## config.mk

```make
export PLATFORM = sky130hd
export DESIGN_NAME = coeff_load_sequencer_flat
export DESIGN_NICKNAME = d
export VERILOG_FILES = /design/src/rtl/eq_coeff_pkg.sv /design/src/rtl/coeff_load_sequencer_if.sv /design/src/rtl/coeff_load_sequencer_tap_counter.sv /design/src/rtl/coeff_load_sequencer.sv /design/src/flat_wrapper.sv
export SDC_FILE = /design/constraint.sdc
export NUM_CORES = 1
export LEC_CHECK = 0
export BUFFER_PORTS_ARGS = -buffer_cell sky130_fd_sc_hd__buf_2
export CELL_PAD_IN_SITES_DETAIL_PLACEMENT = 0
export CELL_PAD_IN_SITES_GLOBAL_PLACEMENT = 2
export CORE_MARGIN = 5
export CORE_UTILIZATION = 32
export DETAILED_ROUTE_END_ITERATION = 8
export PLACE_DENSITY_LB_ADDON = 0.1
export SLEW_MARGIN = 20
export SYNTH_ARGS = -nofsm -noshare
export SYNTH_HDL_FRONTEND = slang
export SYNTH_SLANG_ARGS = --single-unit
```

## constraint.sdc

```tcl
create_clock -name clk -period 1.8 [get_ports clk]
set_input_delay 0.36 -clock clk [delete_from_list [all_inputs] [get_ports clk]]
set_output_delay 0.36 -clock clk [all_outputs]
set_load 0.05 [all_outputs]
```

## src/rtl/eq_coeff_pkg.sv

```systemverilog
// Shared constants, state encoding and address helper for the equalizer
// coefficient-load path.
package eq_coeff_pkg;

  localparam int NUM_TAPS   = 64;
  localparam int ADDR_W     = 6;
  localparam int BAND_W     = 3;
  localparam int COEFF_W    = 16;
  localparam int ROM_ADDR_W = BAND_W + ADDR_W;

  typedef enum logic [1:0] {
    IDLE   = 2'd0,
    PRIME  = 2'd1,
    STREAM = 2'd2,
    DONE   = 2'd3
  } load_state_t;

  // Tap index the ROM must be fetching while tap n is being written:
  // two ahead, pinned at the last tap so the address never leaves the band.
  function automatic logic [ADDR_W-1:0] rom_lookahead(input logic [ADDR_W-1:0] n);
    logic [ADDR_W:0] sum;
    sum = {1'b0, n} + (ADDR_W+1)'(2);
    if (sum > (ADDR_W+1)'(NUM_TAPS - 1)) begin
      return ADDR_W'(NUM_TAPS - 1);
    end else begin
      return sum[ADDR_W-1:0];
    end
  endfunction

endpackage

```

## src/rtl/coeff_load_sequencer_if.sv

```systemverilog
// Request, ROM and filter coefficient-write signals of the load sequencer.
// The master side is the sequencer itself; the slave side is its environment.
interface coeff_load_sequencer_if;
  import eq_coeff_pkg::*;

  logic                         i_load_req;
  logic [BAND_W-1:0]            i_load_band;
  logic                         o_load_busy;
  logic                         o_load_done;
  logic [ROM_ADDR_W-1:0]        o_rom_addr;
  logic signed [COEFF_W-1:0]    i_rom_data;
  logic                         o_write_enable;
  logic [ADDR_W-1:0]            o_write_address;
  logic signed [COEFF_W-1:0]    o_coeffs_in;
  logic                         o_write_done;

  modport master (
    input  i_load_req, i_load_band, i_rom_data,
    output o_load_busy, o_load_done, o_rom_addr,
           o_write_enable, o_write_address, o_coeffs_in, o_write_done
  );

  modport slave (
    output i_load_req, i_load_band, i_rom_data,
    input  o_load_busy, o_load_done, o_rom_addr,
           o_write_enable, o_write_address, o_coeffs_in, o_write_done
  );

endinterface

```

## src/rtl/coeff_load_sequencer_tap_counter.sv

```systemverilog
// Tap index counter: synchronous clear (priority), count enable and a
// terminal flag at the last tap of a band.
module tap_counter
  import eq_coeff_pkg::*;
(
  input  logic              clk,
  input  logic              rst,
  input  logic              clear,
  input  logic              enable,
  output logic [ADDR_W-1:0] count,
  output logic              terminal
);

  // Count taps; clear wins over enable.
  always_ff @(posedge clk or posedge rst) begin
    if (rst) begin
      count <= '0;
    end else if (clear) begin
      count <= '0;
    end else if (enable) begin
      count <= count + ADDR_W'(1);
    end else begin
      count <= count;
    end
  end

  assign terminal = (count == ADDR_W'(NUM_TAPS - 1));

endmodule

```

## src/rtl/coeff_load_sequencer.sv

```systemverilog
// Coefficient load sequencer: on request, reads the 64 taps of one band from
// a synchronous ROM (one enabled cycle latency) and streams them to the
// filter's coefficient-write port, followed by a single write-done strobe.
module coeff_load_sequencer
  import eq_coeff_pkg::*;
(
  input  logic                   clk,
  input  logic                   rst,
  input  logic                   clk_enable,
  coeff_load_sequencer_if.master bus
);

  load_state_t               state;
  logic [BAND_W-1:0]         band;
  logic                      load_busy;
  logic                      load_done;
  logic [ROM_ADDR_W-1:0]     rom_addr;
  logic                      write_enable;
  logic [ADDR_W-1:0]         write_address;
  logic signed [COEFF_W-1:0] coeffs_in;
  logic                      write_done;

  logic [ADDR_W-1:0]         tap_count;
  logic                      tap_last;
  logic                      tap_clear;
  logic                      tap_advance;

  // The write index only moves while streaming and restarts at 0 otherwise.
  assign tap_advance = clk_enable && (state == STREAM);
  assign tap_clear   = clk_enable && (state != STREAM);

  tap_counter u_tap_counter (
    .clk      (clk),
    .rst      (rst),
    .clear    (tap_clear),
    .enable   (tap_advance),
    .count    (tap_count),
    .terminal (tap_last)
  );

  // Load sequencing FSM with all outputs registered; nothing moves while
  // clk_enable is low so stalls never drop or repeat a tap.
  always_ff @(posedge clk or posedge rst) begin
    if (rst) begin
      state         <= IDLE;
      band          <= '0;
      load_busy     <= 1'b0;
      load_done     <= 1'b0;
      rom_addr      <= '0;
      write_enable  <= 1'b0;
      write_address <= '0;
      coeffs_in     <= '0;
      write_done    <= 1'b0;
    end else if (clk_enable) begin
      case (state)
        IDLE: begin
          load_done     <= 1'b0;
          write_done    <= 1'b0;
          write_enable  <= 1'b0;
          write_address <= '0;
          coeffs_in     <= '0;
          if (bus.i_load_req) begin
            band      <= bus.i_load_band;
            rom_addr  <= {bus.i_load_band, ADDR_W'(0)};
            load_busy <= 1'b1;
            state     <= PRIME;
          end else begin
            rom_addr  <= '0;
            load_busy <= 1'b0;
            state     <= IDLE;
          end
        end
        PRIME: begin
          // Tap 0 is already in flight; fetch tap 1 behind it.
          rom_addr <= {band, ADDR_W'(1)};
          state    <= STREAM;
        end
        STREAM: begin
          write_enable  <= 1'b1;
          write_address <= tap_count;
          coeffs_in     <= bus.i_rom_data;
          rom_addr      <= {band, rom_lookahead(tap_count)};
          if (tap_last) begin
            state <= DONE;
          end else begin
            state <= STREAM;
          end
        end
        DONE: begin
          write_enable <= 1'b0;
          write_done   <= 1'b1;
          load_done    <= 1'b1;
          state        <= IDLE;
        end
        default: begin
          load_busy     <= 1'b0;
          load_done     <= 1'b0;
          rom_addr      <= '0;
          write_enable  <= 1'b0;
          write_address <= '0;
          coeffs_in     <= '0;
          write_done    <= 1'b0;
          state         <= IDLE;
        end
      endcase
    end
  end

  assign bus.o_load_busy     = load_busy;
  assign bus.o_load_done     = load_done;
  assign bus.o_rom_addr      = rom_addr;
  assign bus.o_write_enable  = write_enable;
  assign bus.o_write_address = write_address;
  assign bus.o_coeffs_in     = coeffs_in;
  assign bus.o_write_done    = write_done;

endmodule

```

## src/flat_wrapper.sv

```systemverilog
// flat-port wrapper written by rule: the top's interface ports become plain ports
module coeff_load_sequencer_flat import eq_coeff_pkg::*;
  (clk, rst, clk_enable, bus_i_load_req, bus_i_load_band, bus_i_rom_data, bus_o_load_busy, bus_o_load_done, bus_o_rom_addr, bus_o_write_enable, bus_o_write_address, bus_o_coeffs_in, bus_o_write_done);
  coeff_load_sequencer_if bus_i ();
  input  logic clk;
  input  logic rst;
  input  logic clk_enable;
  input wire logic [$bits(bus_i.i_load_req)-1:0] bus_i_load_req;
  input wire logic [$bits(bus_i.i_load_band)-1:0] bus_i_load_band;
  input wire logic [$bits(bus_i.i_rom_data)-1:0] bus_i_rom_data;
  output wire logic [$bits(bus_i.o_load_busy)-1:0] bus_o_load_busy;
  output wire logic [$bits(bus_i.o_load_done)-1:0] bus_o_load_done;
  output wire logic [$bits(bus_i.o_rom_addr)-1:0] bus_o_rom_addr;
  output wire logic [$bits(bus_i.o_write_enable)-1:0] bus_o_write_enable;
  output wire logic [$bits(bus_i.o_write_address)-1:0] bus_o_write_address;
  output wire logic [$bits(bus_i.o_coeffs_in)-1:0] bus_o_coeffs_in;
  output wire logic [$bits(bus_i.o_write_done)-1:0] bus_o_write_done;
  assign bus_i.i_load_req = bus_i_load_req;
  assign bus_i.i_load_band = bus_i_load_band;
  assign bus_i.i_rom_data = bus_i_rom_data;
  assign bus_o_load_busy = bus_i.o_load_busy;
  assign bus_o_load_done = bus_i.o_load_done;
  assign bus_o_rom_addr = bus_i.o_rom_addr;
  assign bus_o_write_enable = bus_i.o_write_enable;
  assign bus_o_write_address = bus_i.o_write_address;
  assign bus_o_coeffs_in = bus_i.o_coeffs_in;
  assign bus_o_write_done = bus_i.o_write_done;
  coeff_load_sequencer u_core (.clk(clk), .rst(rst), .clk_enable(clk_enable), .bus(bus_i));
endmodule
```

Yosys cells after proc, flatten, opt, wreduce, memory -nomap -nowiden
Cells that the tools add are included.
{"block": "classes", "add_sub_neg": 2, "multipliers": 0, "div": 0, "n_lt_le_gt_ge": 1, "eq_ne": 5, "n_shift": 0, "n_mux": 13, "n_bitwise": 0, "reduce_logical": 15}
{"op": "16-bit case mux with 2 select lines", "n": 1}
{"op": "9-bit case mux with 3 select lines", "n": 1}
{"op": "6-bit two-way mux", "n": 3}
{"op": "6-bit case mux with 2 select lines", "n": 1}
{"op": "2-bit AND reduction", "n": 5}
{"op": "9-bit two-way mux", "n": 1}
{"op": "2-bit case mux with 4 select lines", "n": 1}
{"op": "2-bit nonzero test", "n": 4}
{"op": "6-bit by 2-bit adder with 7-bit output (second input constant)", "n": 1}
{"op": "7-bit by 6-bit > comparator with 1-bit output (second input constant)", "n": 1}
{"op": "6-bit by 1-bit adder with 6-bit output (second input constant)", "n": 1}
{"op": "6-bit == test (second input constant)", "n": 1}
{"op": "2-bit == test (second input constant)", "n": 2}
{"op": "1-bit case mux with 2 select lines", "n": 2}
{"op": "1-bit two-way mux", "n": 3}
{"op": "3-bit AND reduction", "n": 1}
{"op": "3-bit nonzero test", "n": 1}
{"op": "2-bit by 1-bit == test with 1-bit output (second input constant)", "n": 1}
{"op": "1-bit logical AND", "n": 2}
{"op": "2-bit logical NOT", "n": 1}
{"op": "2-bit != test (second input constant)", "n": 1}
{"op": "2-bit OR reduction", "n": 1}
{"block": "word_totals", "regBits": 45, "latchBits": 0, "mem_bits_rw": 0, "rom_bits": 0, "in_bits": 23, "out_inout_bits": 35, "wordCells": 45, "memories": 0}

Logic depth before layout (Yosys ltp)
{"block": "depth", "depth_word": 4, "depth_mapped": 9, "ltp_nobuf": 7}

Hierarchy
A second synthesis with hierarchy kept.
{"block": "unflattened", "cells_unflattened": 172, "hier_area_um2": 2026.9}
{"mod": "coeff_load_sequencer", "instances": 1, "cells_each": 145, "area_per_inst_um2": 1745.4, "seq_area_each_um2": 975.9}
{"mod": "tap_counter", "instances": 1, "cells_each": 27, "area_per_inst_um2": 281.5, "seq_area_each_um2": 150.1}

Worst setup path before layout
Ideal clock, no wire load.
{"block": "synth_timing", "path_type": "register to register", "startpoint": "reg u_core.u_tap_counter.count[1]", "endpoint": "reg u_core.rom_addr[1], in the netlist u_core.bus.o_rom_addr[1]", "setup_ns": 0.126, "t_arrival_ns": 1.536, "required_ns": 1.674, "slack_ns": 0.137, "stages_incl_launch_ff": 7, "path_buffers": 0, "synth_period_minus_slack_ns": 1.663, "path_cell_list": "dfrtp_1 > inv_1 > ha_1 > or3_1 > o32ai_1 > o21bai_4 > o21ai_1"}
{"block": "synth_via", "elab_chain_len": 4}
{"item": "start, declared", "line": "coeff_load_sequencer_tap_counter.sv:10", "rtl": "output logic [ADDR_W-1:0] count,"}
{"item": "start signal, assigned", "line": "coeff_load_sequencer_tap_counter.sv:21", "rtl": "count <= count + ADDR_W'(1);"}
{"item": "start signal, assigned", "line": "coeff_load_sequencer_tap_counter.sv:23", "rtl": "count <= count;"}
{"item": "6-bit by 2-bit adder with 7-bit output *", "line": "eq_coeff_pkg.sv:22", "rtl": "sum = {1'b0, n} + (ADDR_W+1)'(2);"}
{"item": "7-bit by 6-bit > comparator with 1-bit output", "line": "eq_coeff_pkg.sv:23", "rtl": "if (sum > (ADDR_W+1)'(NUM_TAPS - 1)) begin"}
{"item": "6-bit two-way mux *", "line": "eq_coeff_pkg.sv:23"}
{"item": "9-bit case mux with 3 select lines *", "line": "coeff_load_sequencer.sv:55", "rtl": "case (state)"}
{"item": "end signal, assigned", "line": "coeff_load_sequencer.sv:64", "rtl": "rom_addr <= {bus.i_load_band, ADDR_W'(0)};"}
{"item": "end signal, assigned", "line": "coeff_load_sequencer.sv:75", "rtl": "rom_addr <= {band, ADDR_W'(1)};"}
{"item": "end signal, assigned", "line": "coeff_load_sequencer.sv:82", "rtl": "rom_addr <= {band, rom_lookahead(tap_count)};"}
{"item": "end, declared", "line": "coeff_load_sequencer.sv:17", "rtl": "logic [ROM_ADDR_W-1:0] rom_addr;"}
Every way passes the cells marked *; elsewhere a longest branch is shown, timed or not.
A chain may end at the register's enable or synchronous reset.

Worst setup path after layout
{"block": "layout_timing", "startpoint": "reg u_core.u_tap_counter.count[1]", "endpoint": "reg u_core.rom_addr[4], in the netlist u_core.bus.o_rom_addr[4]"}
The elaborated chain is that of the path after synthesis.

==> impl_metrics.toml <==
[clock_tree]
cts_tree = "done"
clk_path_buf_depth = 2
cts-root-buf = "clkbuf_8"
cts_hold_buffers = 0
htreeDepth = 2
clk_pin_slew_ns = 0.08
numCtsBuffers = 5
cts_sinks = 45
clock_latency_ns = 0.29

[route]
num_vias = 1610
wl_per_cell_um = 15.0
drtIter0Drc = 95
post_drt_via_cell_ratio = 4.91
drc_errors = 0
wirelength_mm = 4.91
final_antenna_net_count = 0
drt-pass1-iter-count = 4

[sta]
max_slew.worst_pin.slew_ns = 0.572
skew_ns = 0.00690
setup_viol = 0
relSlewSlack_pct = 61.9
fmax_ghz = 0.600
timing_hold_violations_final = 0
setup_tns_ns = 0
drv_slew = 0
post-route-period-util_pct = 92.6
rsz0062_at_grt = "no"
period_needed_ns = 1.67

[critical_path]
reg2reg_slack_ns = 0.13
end_kind = "register"
reg2reg_depth = 6
startpoint = "u_core.u_tap_counter.count[1]"
cp_max_fo = 6
cp_top_family = "compound AO/OA/AOI/OAI gates"
path_cells = "inv_1 -> ha_1 -> or3_1 -> o32ai_1 -> o21bai_4 -> o21ai_1"
path_buf_inv = 1
timing.rr.end = "u_core.bus.o_rom_addr[4]"
crit_type = "reg -> reg"
endpoint = "u_core.bus.o_rom_addr[4]"
slowest_delay_ns = 0.39
path_depth = 6
crit_slowest_cell = "dfrtp_1"
startpoint_type = "register"
r2r_start = "u_core.u_tap_counter.count[1]"
required_ns = 1.98
cp.arrival_ns = 1.85

[synth]
synth_fp_nets = 220
yosysWarnings = 0
synth_cell_types = 39
yosysSeqAreaShare_pct = 54.4
syn-instance-count = 189
syn-cell-area_um2 = 2070
ys_ff_latch = 45
synth_area_per_cell_um2 = 10.9

[die]
die_x_um = 90.4
start_util_pct = 32.8
rows = 29
io_pins = 58
core_area_um2 = 6310
fp.dieArea_um2 = 8170
die_h_um = 90.4

[grt]
track_usage_pct = 12.3
grt_pass1_wl_mm = 8.22
grt.overflow.total = 0
first_global_vias = 1622
grt_max_degree = 46
antenna_found_initial = 0

[cells_and_area]
drive_gt1_share_pct = 34.7
area.growth.synth_to_final_pct = 23.8
final_common_cell = "buf_2"
final_cell_mix = "57 x buf_2, 45 x dfrtp_1, 24 x nand2_1"
diodes = 0
postLayoutCoreUtil_pct = 40.6
finalNetCount = 281
n_fill_cell = 645
final_area_um2 = 2560

[power_and_ir_drop]
p_total_mw = 4.27
p_leak_nw = 1.29
vdd_ir_drop_max_mv = 0.953
power.density_nw_per_um2 = 1670

[run]
drv_cap = 0

[outcome]
status = "finished, final reports clean"

[placement]
hpwlAfterDp_mm = 3.72
placed_area_um2 = 2460
routabilityCongestion = 0.755
numPortBuffers = 57

[worst_hold_path]
hold_path.class = "in -> async"
[cells by family after synthesis]
family                   after synthesis  share of synthesized area, %
AO/OA/AOI/OAI                         52                          18.2
XOR/XNOR                               3                          1.27
adder cells (fa/ha/maj)                8                          4.84
buffers and inverters                 22                          5.20
flip-flops                            45                          54.4
multiplexers                           8                          4.17
AND/OR/NAND/NOR                       51                          11.9
[report_power, final]
part / switching, mW / internal, mW / total (mW)
clock network: 0.334 / 0.273 / 0.607
registers: 0.175 / 1.33 / 1.51
logic: 1.55 / 0.607 / 2.15
[Yosys cell counts, drive strengths merged]
library cell,count,share of area [%]
dfrtp,45,54
nand2,25,4.7
a22o,20,8.5
o21ai,14,3.4
buf,10,2.8
ha,8,4.8
inv,7,1.3
nand3,7,1.7
a21oi,6,1.5
nor2,6,1.1
clkbuf,5,1.1
mux2,5,2.7
a22oi,3,1.1
mux2i,3,1.5
nor2b,3,1.0
o31ai,3,1.1
nand2b,2,0.60
nor3,2,0.73
o22ai,2,0.60
xnor2,2,0.85
and2,1,0.30
nand3b,1,0.36
nand4,1,0.30
nand4b,1,0.42
nor3b,1,0.36
o211ai,1,0.36
o21a,1,0.36
o21bai,1,0.91
o32ai,1,0.42
or3,1,0.30
xor2,1,0.42
[worst min-delay path by stage]
| stage | from | end | slack (ns) |
|---|---|---|---|
| 5_1_grt | rst | u_core.bus.o_coeffs_in[8] | 0.27 |
| 6_report | rst | u_core.bus.o_coeffs_in[1] | 0.20 |
| 4_1_cts | rst | u_core.bus.o_coeffs_in[1] | 0.21 |
| 2_1_floorplan | u_core.band[0] | u_core.band[0] | 0.48 |
| 3_3_place_gp | u_core.bus.o_load_busy | u_core.bus.o_load_busy | 0.47 |
| 3_5_place_dp | u_core.bus.o_load_busy | u_core.bus.o_load_busy | 0.47 |
[flip-flops by register name (all words and copies together), names as in the netlist]
signal / flops
u_core.bus.o_write_enable: 1
u_core.u_tap_counter.count: 6
u_core.band: 3
u_core.bus.o_load_busy: 1
u_core.bus.o_load_done: 1
u_core.bus.o_rom_addr: 9
u_core.bus.o_write_address: 6
u_core.bus.o_coeffs_in: 16
u_core.state: 2
[cell type report]
class / count / area, µm² / share of cell area (%)
Sequential cell: 45 / 1130 / 44.0
Multi-Input combinational cell: 122 / 837 / 32.7
Timing Repair Buffer: 69 / 388 / 15.1
Tap cell: 77 / 96.3 / 3.76
Clock buffer: 6 / 72.6 / 2.83
Inverter: 7 / 26.3 / 1.03
Clock inverter: 2 / 15.0 / 0.586
[worst register-to-register path, delay by kind of cell, from the launching register on]
family	cells	cell delay, ns
adder cells (fa/ha/maj)	1	0.27
flip-flops	1	0.39
buffers and inverters	1	0.11
AND/OR/NAND/NOR	1	0.37
AO/OA/AOI/OAI	3	0.42
[through the flow]
step	setup WS [ns]	hold slack (ns)	instances
3_5_place_dp	0.132	0.473	319
3_3_place_gp	0.175	0.467	319
2_1_floorplan	0.137	0.480	189
4_1_cts	0.102	0.214	327
6_report	0.134	0.199	328
5_1_grt	0.0346	0.268	328
[timing repair]
action	in CTS	in global routing
setup buffers	0	1
setup endpoints to repair	0	4
resized for setup	0	1
[metal layers]
metal | wire length (µm) | vias to the layer above | track usage (%)
met5 | 0 | - | 0
li1 | - | 786 | -
met4 | 59 | 0 | 3.60
met3 | 321 | 7 | 4.33
met1 | 2250 | 764 | 16.4
met2 | 2280 | 53 | 18.8
No activity file was read; power rests on OpenSTA's default activity.
